**src/rtl/i2c_scl_gen.sv**
```systemverilog
// i2c_scl_gen: programmable SCL generator with pause hold-low,
// slave clock stretching and multi-master clock synchronisation.
module i2c_scl_gen #(
    parameter int DIV_WIDTH   = 16,
    parameter int SYNC_STAGES = 2,
    parameter int STRETCH_EN  = 1
) (
    input  logic                 clk,
    input  logic                 resetn,
    input  logic                 en,
    input  logic [DIV_WIDTH-1:0] div_val,
    input  logic                 pause,
    input  logic                 scl_in,
    output logic                 scl_oe,
    output logic                 scl_level,
    output logic                 rise_pulse,
    output logic                 fall_pulse,
    output logic                 mid_high_pulse,
    output logic                 stretch,
    output logic                 busy
);

    typedef enum logic [2:0] {
        IDLE,
        LOW,
        PARK,
        WAIT_HIGH,
        HIGH
    } state_t;

    localparam int SYNC_W = SYNC_STAGES - 1;
    localparam logic [DIV_WIDTH-1:0] ONE      = DIV_WIDTH'(1);
    localparam logic [DIV_WIDTH-1:0] MASK_CNT = DIV_WIDTH'(SYNC_STAGES);

    state_t               state;
    state_t               nxt;
    logic [DIV_WIDTH-1:0] cnt;
    logic [DIV_WIDTH-1:0] cnt_nxt;
    logic [DIV_WIDTH-1:0] div_q;
    logic [DIV_WIDTH-1:0] div_nxt;
    logic [DIV_WIDTH-1:0] div_eff;
    logic [SYNC_W-1:0]    sync_q;
    logic                 scl_sync;
    logic                 term;
    logic                 line_lo;
    logic                 oe_nxt;

    // The state register acts as the final synchroniser stage, so a
    // pad change reaches the state SYNC_STAGES edges later.
    always_ff @(posedge clk or negedge resetn) begin
        if (!resetn) begin
            sync_q <= '1;
        end else begin
            sync_q <= SYNC_W'({sync_q, scl_in});
        end
    end

    assign scl_sync = (STRETCH_EN != 0) ? sync_q[SYNC_W-1] : 1'b1;
    assign div_eff  = (div_val == '0) ? ONE : div_val;
    assign term     = (cnt == div_q);
    assign line_lo  = !scl_sync && (cnt >= MASK_CNT);

    always_comb begin
        nxt     = state;
        cnt_nxt = cnt + ONE;
        div_nxt = div_q;
        if (!en) begin
            nxt = IDLE;
        end else begin
            unique case (state)
                IDLE: nxt = LOW;
                LOW: begin
                    if (term) begin
                        if (pause) nxt = PARK;
                        else if (STRETCH_EN != 0) nxt = WAIT_HIGH;
                        else nxt = HIGH;
                    end
                end
                PARK:      if (!pause) nxt = WAIT_HIGH;
                WAIT_HIGH: if (scl_sync) nxt = HIGH;
                HIGH:      if (term || line_lo) nxt = LOW;
                default:   nxt = IDLE;
            endcase
        end
        if ((nxt != state) && ((nxt == LOW) || (nxt == HIGH))) begin
            cnt_nxt = '0;
            div_nxt = div_eff;
        end
        if ((nxt != LOW) && (nxt != HIGH)) begin
            cnt_nxt = '0;
        end
        oe_nxt = (nxt == LOW) || (nxt == PARK);
    end

    always_ff @(posedge clk or negedge resetn) begin
        if (!resetn) begin
            state          <= IDLE;
            cnt            <= '0;
            div_q          <= ONE;
            scl_oe         <= 1'b0;
            scl_level      <= 1'b1;
            rise_pulse     <= 1'b0;
            fall_pulse     <= 1'b0;
            mid_high_pulse <= 1'b0;
            stretch        <= 1'b0;
            busy           <= 1'b0;
        end else begin
            state          <= nxt;
            cnt            <= cnt_nxt;
            div_q          <= div_nxt;
            scl_oe         <= oe_nxt;
            scl_level      <= !oe_nxt;
            rise_pulse     <= (nxt == HIGH) && (state != HIGH);
            fall_pulse     <= (nxt == LOW) && (state != LOW);
            mid_high_pulse <= (nxt == HIGH) && (cnt_nxt == (div_nxt >> 1));
            stretch        <= (nxt == WAIT_HIGH);
            busy           <= (nxt != IDLE);
        end
    end

endmodule

```
**config.mk**
```make
export PLATFORM = sky130hd
export DESIGN_NAME = i2c_scl_gen
export DESIGN_NICKNAME = d
export VERILOG_FILES = /design/src/rtl/i2c_scl_gen.sv
export SDC_FILE = /design/constraint.sdc
export NUM_CORES = 1
export LEC_CHECK = 0
export CORE_ASPECT_RATIO = 1.4
export CORE_UTILIZATION = 63
export CTS_BUF_LIST = sky130_fd_sc_hd__clkbuf_16
export DETAILED_ROUTE_END_ITERATION = 8
export DONT_BUFFER_PORTS = 1
export MAX_ROUTING_LAYER = met4
export PLACE_DENSITY = 0.79
export SYNTH_ARGS = -nofsm -noshare
export SYNTH_HDL_FRONTEND = slang
export SYNTH_SLANG_ARGS = --single-unit
```
**constraint.sdc**
```tcl
create_clock -name clk -period 3.58 [get_ports clk]
set_input_delay 0.716 -clock clk [delete_from_list [all_inputs] [get_ports clk]]
set_output_delay 0.716 -clock clk [all_outputs]
set_load 0.02 [all_outputs]
```
; Yosys cells after proc, flatten, opt, wreduce, memory -nomap -nowiden
; Index checks and enable logic that the tools add are counted.
[op_classes]
n_lt_le_gt_ge = 1
add_sub_neg = 1
n_eq_ne = 15
reduce_logical = 14
mux = 11
[op_table]
columns = op, n
row1 = 16-bit two-way mux, 4
row2 = 16-bit by 1-bit adder with 16-bit output (second input constant), 1
row3 = 16-bit by 15-bit equality test with 1-bit output, 1
row4 = 16-bit equality test, 1
row5 = 16-bit by 2-bit >= comparator with 1-bit output (second input constant), 1
row6 = 16-bit logical NOT, 1
row7 = 3-bit two-way mux, 5
row8 = 3-bit case mux with 5 select lines, 1
row9 = 3-bit by 2-bit equality test with 1-bit output (second input constant), 4
row10 = 3-bit by 1-bit equality test with 1-bit output (second input constant), 2
row11 = 3-bit equality test (second input constant), 2
row12 = 1-bit logical AND, 6
row13 = 3-bit by 1-bit inequality test with 1-bit output (second input constant), 2
row14 = 3-bit inequality test (second input constant), 2
row15 = 3-bit logical NOT, 1
row16 = 1-bit logical OR, 3
row17 = 3-bit inequality test, 1
row18 = 3-bit nonzero test, 1
row19 = 1-bit logical NOT, 2
row20 = 1-bit two-way mux, 1
[totals]
reg_bits = 43
wordCells = 54
output_inout_bits = 7
in_bits = 21

; Depth between registers and ports, before layout
; Gate-level depths: netlist of the first run.
[logic_depth]
depth_word = 13
mapped_depth = 13
ltp_nobuf = 11

; Worst setup path before layout of the first run
; Ideal clock, no wire load.
[synth_timing]
path_type = register -> register
startpoint = reg cnt[10]
endpoint = reg div_q[10]
period_less_slack_ns = 2.735
t_arrival_ns = 2.610
path_slack_ns = 0.845
path_buffers = 3
required_ns = 3.455
stages_incl_launch_ff = 12
setup_time_ns = 0.125
cell_sequence = dfrtp_1 buf_6 xnor2_2 nand4_2 nor4_4 mux2_4 o21a_4 o21ai_4 and2_1 buf_4 buf_6 mux2_4
[synth_via]
elab_chain_len = 10
word_cells_on_any_way = 14
classes_between = 1 x order compare / 4 x eq/ne / 5 x mux / 4 x reduce/logical
[synth_rtl]
columns = item, line_no
row1 = from (decl), 37  ; logic [DIV_WIDTH-1:0] cnt;
row2 = from (signal assigned), 109  ; cnt <= cnt_nxt;
row3 = 16-bit by 2-bit >= comparator with 1-bit output, 61  ; assign line_lo = !scl_sync && (cnt >= MASK_CNT);
row4 = 1-bit logical AND, 61
row5 = 1-bit logical OR, 81  ; HIGH: if (term || line_lo) nxt = LOW;
row6 = 3-bit two-way mux, 81
row7 = 3-bit case mux with 5 select lines (*), 70  ; unique case (state)
row8 = 3-bit two-way mux (*), 67  ; if (!en) begin
row9 = 3-bit by 1-bit equality test with 1-bit output or 3-bit equality test (tied branches), 85  ; if ((nxt != state) && ((nxt == LOW) || (nxt == HIGH))) begin
row10 = 1-bit logical OR, 85
row11 = 1-bit logical AND (*), 85
row12 = 16-bit two-way mux (*), 85
row13 = net div_nxt[10], 40  ; logic [DIV_WIDTH-1:0] div_nxt;
row14 = to (signal assigned), 110  ; div_q <= div_nxt;
row15 = to (decl), 39  ; logic [DIV_WIDTH-1:0] div_q;
; The timed path passes the listed nets; every way through them passes the cells marked *.
; A chain may end at the register's enable or synchronous reset.

; Worst setup path after layout of the first run
[layout_timing]
startpoint = reg cnt[2]
endpoint = reg div_q[15]
; The elaborated chain is that of the path after synthesis.

==> results of run 1 <==
[metrics by stage]
step	power, mW	setup WS (ps)
final	1.310	652.7
after global routing	1.351	465.9
after CTS	1.314	661.9
after detailed placement	0.7375	676.8
after global placement	0.7337	735.1
after floorplan	0.7033	845.2
[final cells by class]
type | instances | area share [%]
Clock inverter | 3 | 2.373
Timing Repair Buffer | 1 | 0.2792
Multi-Input combinational cell | 177 | 49.60
Clock buffer | 5 | 4.653
Sequential cell | 43 | 40.16
Tap cell | 42 | 1.954
Inverter | 7 | 0.9772
[registers in the layout (all words and copies together) (netlist names)]
| signal | count |
|---|---|
| busy | 1 |
| cnt | 16 |
| stretch | 1 |
| scl_oe | 1 |
| state | 3 |
| scl_level | 1 |
| fall_pulse | 1 |
| mid_high_pulse | 1 |
| rise_pulse | 1 |
| scl_sync | 1 |
| div_q | 16 |
[power groups by stage]
| stage | Clock [mW] | Sequential [mW] | Combinational (mW) |
|---|---|---|---|
| 5_1_grt | 0.600 | 0.586 | 0.164 |
| 3_3_place_gp | 0 | 0.589 | 0.144 |
| 4_1_cts | 0.582 | 0.582 | 0.151 |
| 3_5_place_dp | 0 | 0.590 | 0.148 |
| 2_1_floorplan | 0 | 0.570 | 0.133 |
| 6_report | 0.576 | 0.583 | 0.150 |
[per-layer routing]
metal	wire length [um]	part of all wire (%)	global-route usage [%]
met1	2132	38	32.74
met2	2901	52	48.31
met3	274	4.9	4.890
met4	246	4.4	17.50
met5	0	0	-
[worst max-delay path, stage by stage (launching register included)]
cell and delay, ps:
dfrtp_1 490, xnor2_2 220, nand4_2 120, nor4_4 390, mux2_4 350, o21a_4 200, o21ai_4 260, and2_1 180
buf_4 250, mux2_2 360
[worst min-delay path by stage]
stage	to	cells after the start	start
CTS	div_q[6]$_DFF_PN0_	0	resetn
global route	div_q[15]$_DFF_PN0_	0	resetn
floorplan	busy$_DFF_PN0_	0	resetn
finish	state[0]$_DFF_PN0_	0	resetn
global placement	state[2]$_DFF_PN0_	0	resetn
detailed placement	state[2]$_DFF_PN0_	0	resetn
[kinds of logic after synthesis]
| family | synth area share, % |
|---|---|
| fa+ha+maj | 0.9929 |
| simple gates | 17.43 |
| compound gates | 10.97 |
| mux | 9.782 |
| flops | 42.85 |
| buf+inv | 4.220 |
| xor+xnor | 13.75 |
[cells in the final DEF, fill, tap and decap left out, drive strengths merged, types with 4 or more instances in the layout]
cell type / count
dfrtp: 40
o21ai: 6
nor2: 26
nor4: 8
mux2i: 4
nand3: 9
xor2: 10
nand2: 11
clkbuf: 5
nor2b: 4
nor3: 5
inv: 8
a21oi: 6
mux2: 16
nand4: 7
xnor2: 27
==> impl_metrics.json, run 1 <==
{
  "initial_utilization_pct": 67.36,
  "ys.flop_type": "dfrtp_1",
  "stdcell_area_um2": 2689,
  "synth_area_per_cell_um2": 10.63,
  "ys_seq_area_share_pct": 42.85,
  "internal_power_mw": 1.008,
  "netlist_area_um2": 2520,
  "synth_cell_types": 53,
  "clock_latency_ps": 280,
  "p_leak_nw": 1.075,
  "cts_sinks": 43,
  "nets": 258,
  "dpl.hpwl_mm": 3.969,
  "r2r_slack_ps": 650,
  "irDropWorstVdd_mv": 0.4694,
  "die_x_um": 55.45,
  "postCtsResizedCells": 0,
  "placed_cell_area_um2": 2500,
  "holdCritPathClass": "in2async",
  "viasPerCell": 6.601,
  "drt_pass1_iterations": 4,
  "drive_gt1_share_pct": 16.10,
  "yosys_warnings": 0,
  "grt_pass1_wl_mm": 9.204,
  "setup_tns_ps": 0,
  "yosysTopAreaCellShare_pct": 39.72,
  "grt.total_usage_pct": 29.18,
  "max_slew_margin_pct": 58.84,
  "vias": 1835,
  "netlist_top_cells_count": "40 x dfrtp_1, 26 x nor2_1, 24 x xnor2_1",
  "regArea_um2": 1080,
  "grt_pass1_vias": 1817,
  "multi_input_area_um2": 1334,
  "routed_wl_mm": 5.554,
  "outcome": "completed",
  "numCtsBuffers": 5,
  "crit_end": "div_q[15]$_DFF_PN0_",
  "r2r-end": "div_q[15]$_DFF_PN0_",
  "synth_edf_count": 0,
  "sw_frac_of_total_pct": 23.02,
  "cts_setup_buffers": 0,
  "fill_cells": 259,
  "cts-root-buf": "clkbuf_16",
  "cts.htree.levels": 2,
  "antenna_found_initial": 0,
  "grt_remaining_overflow": 0,
  "synthArstFlopShare_pct": 100.0,
  "ys_ff_latch": 43,
  "cts_tree": "built",
  "synth_top_area_cell": "dfrtp_1",
  "worstPathArrival_ps": 3100,
  "layout.cells.non_filler": 278,
  "gp_congestion": 1.002,
  "die-area_um2": 4260,
  "cp-end-kind": "flop",
  "skew_ps": 5.488,
  "die_y_um": 76.83,
  "design.portCount": 28,
  "clk_path_buf_depth": 2,
  "final_antenna_net_count": 0,
  "synth_fp_nets": 260,
  "crit_fanout": 18,
  "dp.cells": 270,
  "path_clk_slew_ps": 60,
  "slew_violations": 0,
  "p_per_area_nw_per_um2": 487.2,
  "period_share_pct": 81.77,
  "finalSetupViolCount": 0,
  "drc_errors": 0,
  "p_clk_share_pct": 44.0,
  "postCtsHoldBufs": 0,
  "first_iter_violations": 149,
  "p_sw_uw": 301.6,
  "rsz0062_at_grt": "no",
  "routedWlPerCell_um": 19.98,
  "coreArea_um2": 3741,
  "rows": 26,
  "worst_slew_pin_slew_ps": 617.4,
  "grt_max_degree": 44,
  "hold_viol_final": 0,
  "max_freq_ghz": 0.3416,
  "seqPwrFrac_pct": 44.5,
  "final_core_util_pct": 71.87,
  "power_frac_comb_pct": 11.5,
  "post-route-min-period_ps": 2927,
  "cp-startpoint": "cnt[2]$_DFF_PN0_",
  "r2r_start": "cnt[2]$_DFF_PN0_",
  "maxCapViolations": 0,
  "io_buffers": 0,
  "synth.area.top_cells": "dfrtp_1 40%, xnor2_1 8.3%, mux2_4 4.2%",
  "yosysMostFrequentCell": "dfrtp_1",
  "worstPathRequired_ps": 3750,
  "holdWs_ps": 122.4,
  "crit_path_start_kind": "flop",
  "syn2layout_area_growth_pct": 6.703,
  "postSynthCellCount": 237,
  "antennaDiodeCount": 0,
  "reg2reg_depth": 9,
  "crit_type": "reg2reg"
}
No activity file was read; power rests on OpenSTA's default activity.
==> inputs of run 2 (changes only) <==
- clock period: 3.58 -> 2.85 ns (I/O delays scaled with it)
==> impl_metrics.json, run 2 (same netlist as run 1, synthesis figures left out) <==
{
  "crit_type": "reg2reg",
  "slew_violations": 0,
  "grt_pass1_vias": 2042,
  "grt_remaining_overflow": 0,
  "worst_slew_pin_slew_ps": 485.8,
  "drt_pass1_iterations": 6,
  "p_leak_nw": 1.205,
  "first_iter_violations": 101,
  "clk_path_buf_depth": 2,
  "cts.htree.levels": 2,
  "final_antenna_net_count": 0,
  "rows": 26,
  "numCtsBuffers": 5,
  "cts-root-buf": "clkbuf_16",
  "p_per_area_nw_per_um2": 527.8,
  "vias": 1950,
  "setup_tns_ps": -6.353,
  "nets": 281,
  "hold_viol_final": 0,
  "period_share_pct": 100.2,
  "die-area_um2": 4260,
  "fin_ws_ps": -6.353,
  "grt_max_degree": 41,
  "outcome": "finished, violations left",
  "design.portCount": 28,
  "holdCritPathClass": "in2async",
  "grt.total_usage_pct": 31.75,
  "cts_tree": "built",
  "antenna_found_initial": 0,
  "maxCapViolations": 0,
  "mostFrequentLayoutCell": "dfrtp_1",
  "clock_latency_ps": 280,
  "max_slew_margin_pct": 67.32,
  "routed_wl_mm": 6.239,
  "path_clk_slew_ps": 60,
  "max_freq_ghz": 0.3501,
  "skew_ps": 2.178,
  "die_x_um": 55.45,
  "finalSetupViolCount": 1,
  "cp-end-kind": "flop",
  "dpl.hpwl_mm": 4.492,
  "io_buffers": 0,
  "worstPathRequired_ps": 3030,
  "crit_fanout": 5,
  "drc_errors": 0,
  "drive_gt1_share_pct": 29.34,
  "violations": "setup timing",
  "antennaDiodeCount": 0,
  "syn2layout_area_growth_pct": 15.09,
  "worstPathArrival_ps": 3030,
  "final_core_util_pct": 77.53,
  "grt_pass1_wl_mm": 9.873,
  "reg_top3": "cnt x16, div_q x16, state x3",
  "coreArea_um2": 3741,
  "cts_sinks": 43,
  "gp_congestion": 1.035,
  "routedWlPerCell_um": 20.73,
  "mostFrequentLayoutCells": "35 x dfrtp_1, 23 x nor2_1, 22 x buf_4, 20 x xnor2_1, 11 x nand2_1",
  "irDropWorstVdd_mv": 0.5837,
  "crit_path_start_kind": "flop",
  "viasPerCell": 6.478,
  "initial_utilization_pct": 67.36,
  "die_y_um": 76.83,
  "rsz0062_at_grt": "yes",
  "post-route-min-period_ps": 2856
}
==> run 2: cell count changes in the layout (fill, tap and decap cells not counted), moves of 3 or more <==
cell and delta:
buf_4 +21, clkinv_2 +3, dfrtp_1 -5, dfrtp_2 +5
nor2_1 -3, nor2_2 +3, xnor2_1 -4, xnor2_2 +4
==> run 2: worst paths after layout <==
| path | slack [ps] | cells after the start | from | to |
|---|---|---|---|---|
| max | -6 | 10 | cnt[15]$_DFF_PN0_ | mid_high_pulse$_DFF_PN0_ |
| min | 120 | 1 | resetn | cnt[5]$_DFF_PN0_ |
| max reg2reg | -6 | 10 | cnt[15]$_DFF_PN0_ | mid_high_pulse$_DFF_PN0_ |
| min reg2reg | 520 | 2 | div_q[0]$_DFFE_PN1P_ | div_q[0]$_DFFE_PN1P_ |
| max in group asynchronous | 2520 | 1 | resetn | cnt[8]$_DFF_PN0_ |
| min in group clk | 280 | 0 | scl_in | scl_sync$_DFF_PN1_ |
==> run 2: layout make-up <==
| type | count | area [um^2] |
|---|---|---|
| Inverter | 7 | 26.28 |
| Multi-Input combinational cell | 177 | 1390 |
| Timing Repair Buffer | 24 | 205.2 |
| Sequential cell | 43 | 1086 |
| Fill cell | 254 | 840.8 |
| Tap cell | 42 | 52.55 |
| Clock inverter | 3 | 15.01 |
| Clock buffer | 5 | 125.1 |
==> run 2: layer usage <==
metal	vias up	global-route usage, %	routed length [um]
met1	956	33.30	2178
met4	0	16.50	329
li1	881	-	-
met3	32	5.734	308
met2	81	56.02	3422
met5	-	-	0
==> run 2: power breakdown <==
group | switching, mW | internal, mW | total, mW | leakage [nW]
combinational | 0.121 | 0.153 | 0.274 | 0.591
clock | 0.220 | 0.319 | 0.539 | 0.0733
sequential | 0.0588 | 0.659 | 0.718 | 0.541
total | 0.400 | 1.13 | 1.53 | 1.21
==> run 2: timing repair <==
action | 4_1_cts | 5_1_grt
gates resized for setup | 2 | 13
hold endpoints to repair | 40 | 0
setup endpoints to repair | 1 | 15
pin swaps | 0 | 4
gates cloned | 0 | 0
hold buffers | 1 | 0
setup buffers | 0 | 1
==> run 2: stage by stage <==
step / hold WS, ps / instance area, um^2 / instances / power (mW) / setup slack [ps]
after detailed placement: 275.1 / 2670 / 291 / 0.9688 / -34.12
after CTS: 122.2 / 2834 / 300 / 1.522 / 40.93
final: 121.4 / 2900 / 301 / 1.531 / -6.353
after floorplan: 274.4 / 2520 / 237 / 0.8835 / 115.2
after global placement: 275.1 / 2670 / 291 / 0.9629 / 75.87
after global routing: 115.8 / 2900 / 301 / 1.580 / -113.0
==> run 2: critical path, stage by stage (launching register included) <==
cell and delay, ps:
dfrtp_1 460, nor4_1 490, a41oi_1 290, nor2_1 170
mux2_4 180, o21a_4 140, o21ai_4 80, buf_4 160
o41a_1 390, o211a_1 140, a2111oi_2 260
==> inputs of run 3 (changes only) <==
==> constraint.sdc (replaced) <==
create_clock -name clk -period 2.85 [get_ports clk]
set_input_delay 0.4275 -clock clk [delete_from_list [all_inputs] [get_ports clk]]
set_output_delay 0.4275 -clock clk [all_outputs]
set_load 0.02 [all_outputs]
==> impl_metrics.json, run 3 (same netlist as run 1, synthesis figures left out) <==
{
  "slew_violations": 0,
  "io_buffers": 0,
  "routedWlPerCell_um": 20.59,
  "mostFrequentLayoutCell": "dfrtp_1",
  "nets": 282,
  "reg_top3": "cnt x16, div_q x16, state x3",
  "crit_fanout": 5,
  "grt.total_usage_pct": 31.57,
  "die_y_um": 76.83,
  "r2r-end": "mid_high_pulse$_DFF_PN0_",
  "maxCapViolations": 0,
  "clock_latency_ps": 280,
  "worstPathArrival_ps": 3050,
  "holdCritPathClass": "in2reg",
  "p_leak_nw": 1.210,
  "grt_pass1_vias": 2037,
  "cts.htree.levels": 2,
  "crit_path_start_kind": "flop",
  "syn2layout_area_growth_pct": 15.49,
  "final_antenna_net_count": 0,
  "min_from": "scl_in",
  "grt_remaining_overflow": 0,
  "cp-end-kind": "flop",
  "grt_max_degree": 44,
  "initial_utilization_pct": 67.36,
  "design.portCount": 28,
  "first_iter_violations": 144,
  "max_freq_ghz": 0.3479,
  "antenna_found_initial": 0,
  "final_core_util_pct": 77.79,
  "cts_tree": "built",
  "dpl.hpwl_mm": 4.492,
  "routed_wl_mm": 6.218,
  "clk_path_buf_depth": 2,
  "crit_type": "reg2reg",
  "grt_pass1_wl_mm": 9.860,
  "r2r_start": "cnt[14]$_DFF_PN0_",
  "die_x_um": 55.45,
  "p_per_area_nw_per_um2": 526.6,
  "skew_ps": 1.932,
  "r2r_slack_ps": -20,
  "gp_congestion": 1.035,
  "rsz0062_at_grt": "yes",
  "viasPerCell": 6.450,
  "setup_tns_ps": -24.79,
  "fin_ws_ps": -24.79,
  "layout.cells.non_filler": 302,
  "worst_slew_pin_slew_ps": 484.9,
  "worstPathRequired_ps": 3020,
  "vias": 1948,
  "rows": 26,
  "cts-root-buf": "clkbuf_16",
  "drive_gt1_share_pct": 29.23,
  "outcome": "finished, violations left",
  "min_to": "scl_sync$_DFF_PN1_",
  "reg2reg_depth": 10,
  "period_share_pct": 100.9,
  "holdWs_ps": 136.0,
  "mostFrequentLayoutCells": "35 x dfrtp_1, 23 x nor2_1, 22 x buf_4, 20 x xnor2_1, 11 x nand2_1",
  "antennaDiodeCount": 0,
  "die-area_um2": 4260,
  "max_slew_margin_pct": 67.38,
  "cts_sinks": 43,
  "violations": "setup timing",
  "whs_path_depth": 0,
  "dp.cells": 291,
  "numCtsBuffers": 5,
  "coreArea_um2": 3741,
  "finalSetupViolCount": 1,
  "post-route-min-period_ps": 2875,
  "path_clk_slew_ps": 60,
  "irDropWorstVdd_mv": 0.5846,
  "drt_pass1_iterations": 4,
  "hold_viol_final": 0,
  "drc_errors": 0
}
-- run 3: cell count changes in the layout (fill, tap and decap cells not counted) --
cell | previous run | this run
dlygate4sd3_1 | 0 | 1
-- run 3: worst max-delay path by stage --
| stage | startpoint | end | cells past startpoint |
|---|---|---|---|
| after CTS | div_q[0]$_DFFE_PN1P_ | div_q[3]$_DFF_PN0_ | 9 |
| after detailed placement | cnt[0]$_DFF_PN0_ | mid_high_pulse$_DFF_PN0_ | 11 |
| after global routing | cnt[14]$_DFF_PN0_ | mid_high_pulse$_DFF_PN0_ | 10 |
| after floorplan | cnt[10]$_DFF_PN0_ | div_q[10]$_DFF_PN0_ | 11 |
| after global placement | cnt[0]$_DFF_PN0_ | mid_high_pulse$_DFF_PN0_ | 11 |
| final | cnt[14]$_DFF_PN0_ | mid_high_pulse$_DFF_PN0_ | 10 |
-- run 3: power by group --
part           total (mW)  internal [mW]  switching [mW]
clock network       0.538          0.319           0.219
registers           0.718          0.659          0.0589
logic               0.277          0.153           0.123
-- run 3: per-stage QoR --
step | total power, mW | area (um^2) | setup WS [ps]
CTS | 1.524 | 2844 | 40.93
global route | 1.582 | 2910 | -113.0
finish | 1.532 | 2910 | -24.79
global placement | 0.9629 | 2670 | 75.87
detailed placement | 0.9688 | 2670 | -34.12
floorplan | 0.8835 | 2520 | 115.2
-- run 3: final cells by class --
type	count	area, um^2
multi-input cells	177	1390
flip-flops and latches	43	1086
fillers	248	830.8
repair buffers	25	215.2
clock buffers	5	125.1
well taps	42	52.55
inverters	7	26.28
clock inverters	3	15.01
-- run 3: repair_timing --
action	CTS	global route
gates resized for setup	2	13
setup buffers	0	1
pin swaps	0	4
hold buffers	2	0
endpoints found under the setup margin	1	15
hold endpoints to repair	43	0
-- run 3: worst max-delay path, stage by stage (launching register included) --
cell	delay [ps]
dfrtp_1	450
nor4_1	500
a41oi_1	290
nor2_1	170
mux2_4	180
o21a_4	140
o21ai_4	80
buf_4	160
o41a_1	390
o211a_1	140
a2111oi_2	280
-- run 3: routing by layer --
metal	GRT usage (%)	share of wire, %	vias to the layer above	wire [um]
met3	5.734	4.7	26	293
met4	16.50	4.8	0	297
met2	55.30	55	81	3421
met1	33.41	35	956	2206
met5	-	0	-	0
li1	-	-	885	-
